File: src/rtl/selection_load_scheduler.sv
// Round-robin arbiter and serial-load sequencer for the 8-slot selection storer.
// One frame at a time: GRANT, DATA_W shift cycles, display pulse, then a short gap.
module selection_load_scheduler #(
    parameter int NUM_CH     = 8,
    parameter int DATA_W     = 12,
    parameter int GAP_CYCLES = 2
) (
    input  logic                     ten_MHz_synch_in,
    input  logic                     reset_n_in,
    input  logic                     enable_in,
    input  logic [NUM_CH-1:0]        req_in,
    input  logic [NUM_CH*DATA_W-1:0] req_data_in,
    output logic [NUM_CH-1:0]        grant_out,
    output logic [2:0]               queue_out,
    output logic                     data_ctrl_out,
    output logic                     serial_out,
    output logic                     safe_switch_out,
    output logic                     displaying_trigger_out,
    output logic                     busy_out
);
    localparam int SEL_W = 3;
    localparam int BIT_W = $clog2(DATA_W);
    localparam int GAP_W = (GAP_CYCLES > 1) ? $clog2(GAP_CYCLES) : 1;

    typedef enum logic [2:0] {IDLE, GRANT, SHIFT, DISP, GAP} state_t;

    state_t             r_state, w_state_next;
    logic [SEL_W-1:0]   r_rr_ptr, w_rr_next;
    logic [DATA_W-1:0]  r_shift, w_shift_next;
    logic [BIT_W-1:0]   r_bit_cnt, w_bit_next;
    logic [GAP_W-1:0]   r_gap_cnt, w_gap_next;
    logic [NUM_CH-1:0]  r_grant, w_grant_next;
    logic [SEL_W-1:0]   r_queue, w_queue_next;
    logic               r_data_ctrl, w_data_ctrl_next;
    logic               r_serial, w_serial_next;
    logic               r_safe, w_safe_next;
    logic               r_disp_n, w_disp_n_next;
    logic               r_busy, w_busy_next;

    logic [DATA_W-1:0]  w_word [NUM_CH];
    logic [SEL_W-1:0]   w_pick;
    logic               w_found;
    logic               w_start;
    logic               w_launch;
    logic [BIT_W-1:0]   w_bit_inc;

    for (genvar gi = 0; gi < NUM_CH; gi++) begin : g_word
        assign w_word[gi] = req_data_in[gi*DATA_W +: DATA_W];
    end

    // First requester at or after the round-robin pointer, wrapping.
    always_comb begin
        w_found = 1'b0;
        w_pick  = r_rr_ptr;
        for (int i = 0; i < NUM_CH; i++) begin
            if (!w_found && req_in[(int'(r_rr_ptr) + i) % NUM_CH]) begin
                w_found = 1'b1;
                w_pick  = SEL_W'((int'(r_rr_ptr) + i) % NUM_CH);
            end
        end
    end

    assign w_start   = enable_in && w_found;
    assign w_bit_inc = r_bit_cnt + BIT_W'(1);

    always_comb begin
        w_state_next     = r_state;
        w_rr_next        = r_rr_ptr;
        w_shift_next     = r_shift;
        w_bit_next       = r_bit_cnt;
        w_gap_next       = r_gap_cnt;
        w_grant_next     = '0;
        w_queue_next     = r_queue;
        w_data_ctrl_next = 1'b0;
        w_serial_next    = 1'b0;
        w_safe_next      = 1'b1;
        w_disp_n_next    = 1'b1;
        w_busy_next      = r_busy;
        w_launch         = 1'b0;

        case (r_state)
            IDLE: begin
                w_busy_next = 1'b0;
                w_launch    = w_start;
            end
            GRANT: begin
                w_state_next     = SHIFT;
                w_bit_next       = '0;
                w_data_ctrl_next = 1'b1;
                w_safe_next      = 1'b0;
                w_serial_next    = r_shift[0];
            end
            SHIFT: begin
                if (r_bit_cnt == BIT_W'(DATA_W - 1)) begin
                    w_state_next  = DISP;
                    w_bit_next    = '0;
                    w_disp_n_next = 1'b0;
                end else begin
                    w_bit_next       = w_bit_inc;
                    w_data_ctrl_next = 1'b1;
                    w_safe_next      = 1'b0;
                    w_serial_next    = r_shift[w_bit_inc];
                end
            end
            DISP: begin
                w_gap_next = '0;
                if (GAP_CYCLES == 0) begin
                    w_state_next = IDLE;
                    w_busy_next  = 1'b0;
                    w_launch     = w_start;
                end else begin
                    w_state_next = GAP;
                end
            end
            GAP: begin
                if (r_gap_cnt == GAP_W'(GAP_CYCLES - 1)) begin
                    w_state_next = IDLE;
                    w_busy_next  = 1'b0;
                    w_gap_next   = '0;
                    // The final gap cycle arbitrates so back-to-back frames stay gap-aligned.
                    w_launch     = w_start;
                end else begin
                    w_gap_next = r_gap_cnt + GAP_W'(1);
                end
            end
            default: w_state_next = IDLE;
        endcase

        if (w_launch) begin
            w_state_next = GRANT;
            w_grant_next = NUM_CH'(1) << w_pick;
            w_queue_next = w_pick;
            w_shift_next = w_word[w_pick];
            w_rr_next    = (w_pick == SEL_W'(NUM_CH - 1)) ? '0 : w_pick + SEL_W'(1);
            w_busy_next  = 1'b1;
        end
    end

    always_ff @(posedge ten_MHz_synch_in or negedge reset_n_in) begin
        if (!reset_n_in) begin
            r_state     <= IDLE;
            r_rr_ptr    <= '0;
            r_shift     <= '0;
            r_bit_cnt   <= '0;
            r_gap_cnt   <= '0;
            r_grant     <= '0;
            r_queue     <= '0;
            r_data_ctrl <= 1'b0;
            r_serial    <= 1'b0;
            r_safe      <= 1'b1;
            r_disp_n    <= 1'b1;
            r_busy      <= 1'b0;
        end else begin
            r_state     <= w_state_next;
            r_rr_ptr    <= w_rr_next;
            r_shift     <= w_shift_next;
            r_bit_cnt   <= w_bit_next;
            r_gap_cnt   <= w_gap_next;
            r_grant     <= w_grant_next;
            r_queue     <= w_queue_next;
            r_data_ctrl <= w_data_ctrl_next;
            r_serial    <= w_serial_next;
            r_safe      <= w_safe_next;
            r_disp_n    <= w_disp_n_next;
            r_busy      <= w_busy_next;
        end
    end

    assign grant_out              = r_grant;
    assign queue_out              = r_queue;
    assign data_ctrl_out          = r_data_ctrl;
    assign serial_out             = r_serial;
    assign safe_switch_out        = r_safe;
    assign displaying_trigger_out = r_disp_n;
    assign busy_out               = r_busy;

endmodule

File: config.mk
export PLATFORM = sky130hd
export DESIGN_NAME = selection_load_scheduler
export DESIGN_NICKNAME = d
export VERILOG_FILES = /design/src/rtl/selection_load_scheduler.sv
export SDC_FILE = /design/constraint.sdc
export NUM_CORES = 1
export LEC_CHECK = 0
export ABC_AREA = 1
export BUFFER_PORTS_ARGS = -buffer_cell sky130_fd_sc_hd__buf_2
export CAP_MARGIN = 20
export CORE_MARGIN = 4
export CORE_UTILIZATION = 50
export DETAILED_ROUTE_END_ITERATION = 12
export PLACE_DENSITY = 0.8
export SLEW_MARGIN = 15
export SYNTH_ARGS = -nofsm -noshare
export SYNTH_HDL_FRONTEND = slang
export SYNTH_SLANG_ARGS = --single-unit
File: constraint.sdc
create_clock -name ten_MHz_synch_in -period 4.35 [get_ports ten_MHz_synch_in]
set_clock_uncertainty 0.05 [all_clocks]
set_input_delay 0.435 -clock ten_MHz_synch_in [delete_from_list [all_inputs] [get_ports ten_MHz_synch_in]]
set_output_delay 0.435 -clock ten_MHz_synch_in [all_outputs]
set_load 0.01 [all_outputs]
==> flow_summary.json, run 1 <==
{
  "status": "completed",
  "stdcell_count": 818,
  "top_layer": "met4",
  "dp.cells": 810,
  "clockBufferDepth": 2,
  "cap_violations": 0,
  "regToRegStartpoint": "r_rr_ptr[1]",
  "syn_avg_cell_area_um2": 5.84,
  "postCtsHoldBufs": 0,
  "end_kind": "flip-flop",
  "synth_top_flop_cell": "dfrtp_1",
  "maxSlewViolCount": 0,
  "r2r_cells": 19,
  "startpoint_type": "flip-flop",
  "min_period_ps": 3520,
  "crit_chain": "inv_2 > ha_1 > inv_2 > nand3_1 > nand2_1 > nand2_1 > nand2_1 > nand3_1 > nor2_2 > nand3_1 > o21ai_1 > inv_1 > nand2_1 > nand2_1 > nand2_1 > nand2_1 > nor2_1 > inv_1 > nor2_1",
  "critical_path_class": "reg -> reg",
  "wl_per_cell_um": 11.8,
  "r2r-end": "grant_out[6]",
  "overflow": 0,
  "cpPeakStageDelay_ps": 560,
  "finalCritPeriodShare_pct": 81.0,
  "rows": 30,
  "crit_top_cell": "nand2_1",
  "grt_pass1_vias": 3688,
  "drc_errors": 0,
  "whs_ps": 188,
  "cts_tree": "done",
  "synthArstFlopShare_pct": 100,
  "critPathMaxFanout": 15,
  "postCtsSetupRepairBufs": 0,
  "layout_commonest_cell": "nand2_1",
  "dr_wl_met3_um": 621,
  "io_pins": 123,
  "synth_area_leaders": "nand2_1 33%, dfrtp_1 26%, nand3_1 13%",
  "clk_pin_slew_worst_paths_ps": 80,
  "vias_per_cell": 4.94,
  "final_cell_mix": "319 x nand2_1, 122 x buf_2, 93 x nand3_1",
  "rsz0062_at_grt": "false",
  "drive_gt1_share_pct": 23.1,
  "via_count": 4044,
  "dieHeight_um": 92.6,
  "dr_wl_met2_mm": 4.62,
  "die_x_um": 92.6,
  "setup_viol": 0,
  "grtUsageTotal_pct": 22.4,
  "yosysSeqAreaShare_pct": 27.4,
  "crit_start": "r_rr_ptr[1]",
  "hold_violations": 0,
  "dpl.hpwl_mm": 7.49,
  "cp_slowest_cell": "dfrtp_1",
  "design_area_um2": 4330,
  "routed_wl_mm": 9.63,
  "rrSetupSlack_ps": 830,
  "cts_sinks": 39,
  "antenna_cells": 0,
  "multiInputGateArea_um2": 2310,
  "fillers": 695,
  "drtPass1Iterations": 5,
  "htree_levels": 2,
  "grt_pass1_wl_mm": 16.1,
  "synth_cells": 613,
  "synth_edf_count": 0,
  "yosysWarnings": 0,
  "wl_met1_mm": 4.28,
  "place_congestion": 0.874,
  "antenna_found_initial": 0,
  "synth_top_area_share_pct": 33.5,
  "initial_core_util_pct": 52.1,
  "synth_cell_types": 35,
  "ant_nets": 0,
  "synth_area_um2": 3580,
  "crit_arrival_ps": 3700,
  "drtIter0Drc": 183,
  "seqCellArea_um2": 978,
  "io_buffers": 122,
  "cp.required_ps": 4530,
  "max_freq_ghz": 0.284,
  "slew_headroom_pct": 44.2,
  "dieArea_um2": 8570,
  "clk_latency_ps": 290,
  "worstMarginPinSlew_ps": 837,
  "fin_tns_setup_ps": 0,
  "area_growth_pct": 20.9,
  "synth_nets": 729,
  "min-delay-path-class": "in -> async",
  "core_um2": 6870,
  "placed_area_um2": 4210,
  "cts_resized": 0,
  "ys_ff_latch": 39,
  "cts_made_buffers": 5,
  "grt_max_degree": 51,
  "final_nets": 837,
  "yosysTopAreaCell": "nand2_1",
  "cts_root_buf": "clkbuf_8"
}
[worst max-delay path: cells and delay by family (launching register included)]
kind,cells,cell delay (ps)
compound gates,1,160
fa+ha+maj,1,390
buf+inv,4,500
simple gates,13,1780
flops,1,560
[how the worst max path moves through the flow]
| stage | endpoint | slack [ps] | cells past startpoint |
|---|---|---|---|
| 6_report | grant_out[6] | 830 | 19 |
| 5_1_grt | grant_out[6] | 470 | 19 |
| 4_1_cts | grant_out[6] | 890 | 19 |
| 3_5_place_dp | grant_out[5] | 900 | 19 |
| 3_3_place_gp | grant_out[5] | 1020 | 19 |
| 2_1_floorplan | r_rr_ptr[2] | 1240 | 18 |
[Yosys cell counts, types with 2 or more instances]
cell type  count
nor2_1        30
nand2_1      319
nor2_4         3
dfstp_2        2
o21ai_0       17
inv_2          9
buf_2         13
ha_1           9
nand2_2        7
o22ai_1        3
nand4_1        3
nand3_1       93
a21oi_1        3
o21ai_1        2
buf_4          4
nor3_1         2
dfrtp_1       37
inv_1         28
xor2_1         2
xnor2_1        3
clkbuf_1       9
nor2_2         2
[cells by family (layout without fill, tap and decap cells)]
group / Yosys count / count (layout) / share of synthesized area (%)
compound gates: 32 / 32 / 5.39
buf+inv: 65 / 174 / 7.94
simple gates: 463 / 463 / 54.9
fa+ha+maj: 9 / 9 / 3.15
flops: 39 / 39 / 27.4
xor+xnor: 5 / 5 / 1.22
[metal layers]
| metal | track usage, % | up-vias |
|---|---|---|
| li1 | - | 2152 |
| met1 | 29.6 | 1733 |
| met2 | 38.2 | 147 |
| met3 | 3.66 | 12 |
| met4 | 5.20 | 0 |
| met5 | 0 | - |
[cell type report]
cell class	count	area share, %
clock buffers	5	1.59
multi-input cells	509	53.5
well taps	96	2.78
flip-flops and latches	39	22.6
inverters	38	3.33
clock inverters	3	1.01
repair buffers	128	15.2
[state kept, by name, summed over array words and instances, names as in the netlist, 3 cells and up]
name       flops
grant_out      8
queue_out      3
r_bit_cnt      4
r_rr_ptr       3
r_shift       12
r_state        3
[metrics by stage]
step | utilization, % | setup WS, ps
detailed placement | 61.3 | 896
global placement | 61.3 | 1020
global route | 63.0 | 474
finish | 63.0 | 826
floorplan | - | 1240
CTS | 63.0 | 886
Power of run 1 is left out: the tool's default activity adds up to more than one toggle a clock period on the data nets, which glitch-free logic cannot reach.
==> inputs of run 2 (changes only) <==
--- a/config.mk
+++ b/config.mk
@@ -5,13 +5,13 @@
 export SDC_FILE = /design/constraint.sdc
 export NUM_CORES = 1
 export LEC_CHECK = 0
-export ABC_AREA = 1
+export ABC_AREA = 0
 export BUFFER_PORTS_ARGS = -buffer_cell sky130_fd_sc_hd__buf_2
 export CAP_MARGIN = 20
 export CORE_MARGIN = 4
 export CORE_UTILIZATION = 50
 export DETAILED_ROUTE_END_ITERATION = 12
-export PLACE_DENSITY = 0.8
+export PLACE_DENSITY = 0.81
 export SLEW_MARGIN = 15
 export SYNTH_ARGS = -nofsm -noshare
 export SYNTH_HDL_FRONTEND = slang
==> constraint.sdc (replaced) <==
create_clock -name ten_MHz_synch_in -period 3.3 [get_ports ten_MHz_synch_in]
set_clock_uncertainty 0.05 [all_clocks]
set_input_delay 0.33 -clock ten_MHz_synch_in [delete_from_list [all_inputs] [get_ports ten_MHz_synch_in]]
set_output_delay 0.33 -clock ten_MHz_synch_in [all_outputs]
set_load 0.01 [all_outputs]
==> run 2 against run 1 <==
- the flow now finishes with violations (negative setup slack)
- non-clock buffer count grew 72
- routed wire length up 14%
- die area shrank 6.3%
- global-route usage up 2.9 points
- utilization increased by 11 points
- sequential share of layout area fell by 2.1 points
- design area up 10%
- critical path depth down 7
- area after synthesis down 6.9%
- hold slack lost 100 ps
- sequential cell count stayed put
- first-iteration DRC count grew 97%
- highest routed layer unchanged
==> flow_summary.json, run 2 <==
{
  "status": "finished with violations",
  "violations": "negative setup slack",
  "crit_arrival_ps": 3870,
  "maxSlewViolCount": 0,
  "whs_ps": 86.2,
  "layout_commonest_cell": "buf_2",
  "antenna_found_initial": 0,
  "max_freq_ghz": 0.268,
  "r2r-end": "r_shift[8]",
  "cp.required_ps": 3440,
  "clk_pin_slew_worst_paths_ps": 80,
  "setup_slack_ps": -431,
  "p_leak_nw": 2.32,
  "cts_sinks": 39,
  "synth.most_common_cell": "dfrtp_1",
  "synth_cells": 283,
  "final_cell_mix": "123 x buf_2, 66 x buf_4, 36 x dfrtp_1",
  "synth_cell_types": 59,
  "overflow": 0,
  "dpl.hpwl_mm": 7.89,
  "top_layer": "met4",
  "yosysTopAreaCell": "dfrtp_1",
  "pwr_density_cell_nw_per_um2": 1500,
  "clockBufferDepth": 2,
  "placed_area_um2": 4430,
  "synth_area_um2": 3330,
  "routed_wl_mm": 11.0,
  "finalCritPeriodShare_pct": 113,
  "grt_pass1_vias": 3309,
  "rows": 29,
  "place_congestion": 0.949,
  "end_kind": "flip-flop",
  "top_register": "r_shift",
  "drc_errors": 0,
  "dieHeight_um": 89.6,
  "cts_root_buf": "clkbuf_8",
  "rsz0062_at_grt": "true",
  "rrSetupSlack_ps": -430,
  "dr_wl_met2_mm": 5.55,
  "synthArstFlopShare_pct": 100,
  "wl_per_cell_um": 20.0,
  "syn_avg_cell_area_um2": 11.8,
  "dpl_worst_slack_ps": -474,
  "clk_latency_ps": 300,
  "grt_max_degree": 40,
  "core_um2": 6420,
  "die_x_um": 89.6,
  "postCtsHoldBufs": 0,
  "worstMarginPinSlew_ps": 852,
  "startpoint_type": "flip-flop",
  "setup_viol": 25,
  "io_pins": 123,
  "peakVddDrop_mv": 1.34,
  "wl_met1_mm": 4.11,
  "cts_tree": "done",
  "utilization_pct": 74.4,
  "cap_violations": 0,
  "r2r_cells": 12,
  "dr_wl_met3_um": 882,
  "htree_levels": 2,
  "critical_path_class": "reg -> reg",
  "ys_ff_latch": 39,
  "drtPass1Iterations": 8,
  "synth_area_leaders": "dfrtp_1 28%, mux4_2 19%, mux4_1 7.1%",
  "min_period_ps": 3730,
  "synth_nets": 399,
  "io_buffers": 122,
  "synth_commonest_cells": "37 x dfrtp_1, 28 x mux4_2, 16 x nand2_1, 16 x o21ai_0",
  "drtIter0Drc": 361,
  "synth_top_flop_cell": "dfrtp_1",
  "synth_edf_count": 0,
  "min-delay-path-class": "in -> async",
  "grt_pass1_wl_mm": 15.5,
  "via_count": 3429,
  "yosysWarnings": 0,
  "finalPower_mw": 7.17,
  "grtUsageTotal_pct": 25.3,
  "largest_reg_flops": 12,
  "area_growth_pct": 43.3,
  "drive_gt1_share_pct": 59.0,
  "dieArea_um2": 8030,
  "slew_headroom_pct": 43.2,
  "regToRegStartpoint": "r_rr_ptr[0]",
  "final_nets": 586,
  "vias_per_cell": 6.25,
  "cts_made_buffers": 5,
  "critPathMaxFanout": 6,
  "yosysSeqAreaShare_pct": 29.4,
  "ant_nets": 0,
  "design_area_um2": 4780,
  "initial_core_util_pct": 51.9,
  "synth_top_area_share_pct": 27.8,
  "hold_violations": 0
}
## run 2: changes by cell type after synthesis, sizes merged, moves of 14 or more
cell | before | now
nand2 | 326 | 16
nand3 | 94 | 4
mux4 | 0 | 37
inv | 37 | 11
nor2 | 36 | 15
and2 | 0 | 15
mux2i | 0 | 14
## run 2: metrics by stage
| stage | setup TNS (ps) | instances |
|---|---|---|
| 6_report | -6710 | 549 |
| 5_1_grt | -9160 | 548 |
| 4_1_cts | -4430 | 541 |
| 3_5_place_dp | -7090 | 521 |
| 3_3_place_gp | -4880 | 521 |
| 2_1_floorplan | -8340 | 283 |
## run 2: final cells by class
class                      count  area, µm²
tap                           77       96.3
timing repair buffer         200       1260
inverter                      11       46.3
clock inverter                 3       20.0
sequential                    39        980
antenna                        1       2.50
fill                         410       1650
multi-input combinational    213       2300
clock buffer                   5       68.8
## run 2: how the worst max path moves through the flow
| stage | start | end | slack (ps) | cells past startpoint |
|---|---|---|---|---|
| 6_report | r_rr_ptr[0] | r_shift[8] | -430 | 12 |
| 3_5_place_dp | r_rr_ptr[0] | r_shift[9] | -470 | 10 |
| 3_3_place_gp | r_rr_ptr[0] | r_shift[11] | -360 | 10 |
| 2_1_floorplan | r_rr_ptr[0] | r_shift[10] | -560 | 14 |
| 5_1_grt | r_rr_ptr[0] | r_shift[1] | -510 | 12 |
| 4_1_cts | r_rr_ptr[0] | r_shift[2] | -340 | 12 |
## run 2: layer usage
layer / GRT usage [%] / up-vias
met4: 11.2 / 0
met5: 0 / -
li1: - / 1487
met2: 42.9 / 228
met1: 31.6 / 1672
met3: 4.47 / 42
## run 2: cell families (layout without fill, tap and decap cells)
group                    count (synthesis)  in the layout  share of synthesized area (%)
AO/OA/AOI/OAI                           58             58                           13.4
flip-flops                              39             39                           29.4
other                                    0              1                              0
multiplexers                            58             58                           32.7
XOR/XNOR                                 6              6                           2.37
AND/OR/NAND/NOR                         82             82                           13.6
buffers and inverters                   31            219                           5.22
adder cells (fa/ha/maj)                  9              9                           3.38
## run 2: report_power, final
group | internal (mW) | switching (mW)
sequential | 0.682 | 0.153
combinational | 3.37 | 2.64
clock | 0.147 | 0.180
total | 4.20 | 2.97
## run 2: worst max-delay path, cell delays in order (launching register included)
cell,delay [ps]
dfrtp_2,430
buf_6,140
buf_6,130
mux4_2,520
mux2_2,290
or2_4,300
nor3_4,180
buf_4,180
a22oi_1,90
a32oi_2,390
buf_2,270
mux4_2,320
a221o_1,330
## run 2: what timing repair did
item / 4_1_cts / 5_1_grt
setup endpoints to repair: 25 / 25
buffers inserted: 12 / 6
cloned: 0 / 1
pin swaps: 2 / 2
gates resized for setup: 20 / 10
Power figures use the tool's default switching activity.
==> inputs of run 3 (changes only) <==
--- a/config.mk
+++ b/config.mk
@@ -8,10 +8,13 @@
 export ABC_AREA = 0
 export BUFFER_PORTS_ARGS = -buffer_cell sky130_fd_sc_hd__buf_2
 export CAP_MARGIN = 20
+export CELL_PAD_IN_SITES_DETAIL_PLACEMENT = 2
+export CELL_PAD_IN_SITES_GLOBAL_PLACEMENT = 2
 export CORE_MARGIN = 4
-export CORE_UTILIZATION = 50
+export CORE_UTILIZATION = 31
 export DETAILED_ROUTE_END_ITERATION = 12
-export PLACE_DENSITY = 0.81
+export PLACE_DENSITY_LB_ADDON = 0.1
+export SETUP_SLACK_MARGIN = 0.05
 export SLEW_MARGIN = 15
 export SYNTH_ARGS = -nofsm -noshare
 export SYNTH_HDL_FRONTEND = slang
==> run 3 against run 2 <==
- the run still ends with negative setup slack left
- clock-buffer cell count up 1
- maximum frequency down 7.0%
- setup slack worse by 280 ps
- via count up 1.7%
- hold slack better by 16 ps
- non-clock buffer count up 16
- sequential share of layout area down 1.8 points
- critical endpoint is now r_shift[3]
- highest routed layer unchanged
==> flow_summary.json, run 3 (synthesis gave the netlist of run 2 again) <==
{
  "drc_errors": 0,
  "rows": 37,
  "violations": "negative setup slack",
  "hold_violations": 0,
  "cpPeakStageDelay_ps": 580,
  "layout_commonest_cell": "buf_2",
  "setup_slack_ps": -713,
  "drtIter0Drc": 139,
  "cts_root_buf": "clkbuf_8",
  "dp.cells": 580,
  "grtUsageTotal_pct": 22.7,
  "final_nets": 602,
  "clk_pin_slew_worst_paths_ps": 90,
  "dpl_worst_slack_ps": -534,
  "finalCritPeriodShare_pct": 122,
  "place_congestion": 0.863,
  "cts_sinks": 39,
  "cp_slowest_cell": "mux4_1",
  "routed_wl_mm": 15.9,
  "overflow": 0,
  "clk_latency_ps": 310,
  "critical_path_class": "reg -> reg",
  "slew_headroom_pct": 39.1,
  "dieArea_um2": 12500,
  "io_pins": 123,
  "dieHeight_um": 112,
  "wl_per_cell_um": 25.5,
  "initial_core_util_pct": 32.0,
  "top_register": "r_shift",
  "final_cell_mix": "122 x buf_2, 69 x buf_4, 36 x dfrtp_1",
  "max_freq_ghz": 0.249,
  "cp.required_ps": 3430,
  "dpl.hpwl_mm": 10.0,
  "min_period_ps": 4010,
  "grt_pass1_wl_mm": 22.3,
  "stdcell_count": 624,
  "ant_nets": 0,
  "worstMarginPinSlew_ps": 914,
  "io_buffers": 122,
  "crit_chain": "inv_6 > ha_4 > buf_12 > mux4_2 > mux2i_1 > a21oi_1 > a211oi_4 > xnor2_4 > buf_12 > buf_12 > mux4_1 > a221o_1",
  "rsz0062_at_grt": "true",
  "drtPass1Iterations": 4,
  "grt_pass1_vias": 3896,
  "setup_viol": 28,
  "cap_violations": 0,
  "drive_gt1_share_pct": 61.8,
  "status": "finished with violations",
  "cts_tree": "done",
  "htree_levels": 2,
  "crit_top_cell": "buf_12",
  "grt_max_degree": 40,
  "crit_arrival_ps": 4140,
  "min-delay-path-class": "in -> async",
  "die_x_um": 112,
  "maxSlewViolCount": 0,
  "via_count": 3487,
  "end_kind": "flip-flop",
  "clockBufferDepth": 2,
  "area_growth_pct": 56.9,
  "vias_per_cell": 5.59,
  "largest_reg_flops": 12,
  "antenna_found_initial": 1,
  "critPathMaxFanout": 6,
  "startpoint_type": "flip-flop",
  "cts_made_buffers": 5,
  "core_um2": 10400
}
run 3: changes by cell type in the layout (fill, tap and decap cells not counted), moves of 3 or more:
cell,change
buf_6,+5
buf_12,+4
ha_4,+4
buf_4,+3
ha_1,-3
o21ai_0,-3
run 3: stage by stage:
step | util, % | hold slack [ps] | area [µm²] | TNS, ps
after floorplan | - | -15.6 | 3400 | -8340
after global placement | 43.7 | 421 | 4550 | -4680
after detailed placement | 43.7 | 435 | 4550 | -7840
after CTS | 48.1 | 129 | 5010 | -5140
after global routing | 50.2 | 179 | 5230 | -14670
final | 50.2 | 102 | 5230 | -11700
run 3: path summary, 6_finish.rpt:
check	startpoint	endpoint	slack [ps]	cells past startpoint
min in group ten_MHz_synch_in	req_data_in[47]	r_shift[11]	420	3
setup reg to reg	r_rr_ptr[0]	r_shift[3]	-710	12
hold reg to reg	queue_out[2]	queue_out[2]	440	2
hold / removal	reset_n_in	r_bit_cnt[3]	100	1
max in group asynchronous	reset_n_in	r_rr_ptr[0]	2480	1
setup / recovery	r_rr_ptr[0]	r_shift[3]	-710	12
run 3: metal layers:
| layer | share of wire [%] | wire length (µm) | vias up | GRT usage [%] |
|---|---|---|---|---|
| li1 | - | - | 1519 | - |
| met1 | 39 | 6280 | 1788 | 28.3 |
| met2 | 51 | 8160 | 150 | 39.5 |
| met3 | 6.5 | 1040 | 30 | 4.62 |
| met4 | 2.9 | 456 | 0 | 6.81 |
| met5 | 0 | 0 | - | 0 |
run 3: what timing repair did:
action                     4_1_cts  5_1_grt
pin swaps                        9       10
buffers inserted                18       16
gates resized for setup         40       18
hold buffers                     0        0
setup endpoints to repair       25       28
cloned                           2        2
run 3: critical path, delay by kind of cell, from the launching register on:
| family | cells | cell delay (ps) |
|---|---|---|
| AO/OA/AOI/OAI | 3 | 990 |
| adder cells (fa/ha/maj) | 1 | 320 |
| flip-flops | 1 | 450 |
| buffers and inverters | 4 | 440 |
| XOR/XNOR | 1 | 170 |
| multiplexers | 3 | 1440 |
run 3: layout make-up:
cell class / count / area (µm²)
sequential: 39 / 980
timing repair buffer: 216 / 1540
antenna: 1 / 2.50
clock inverter: 2 / 60.1
fill: 1110 / 5190
inverter: 11 / 51.3
clock buffer: 6 / 72.6
tap: 136 / 170
multi-input combinational: 213 / 2350
Power of run 3 is left out for the same reason.
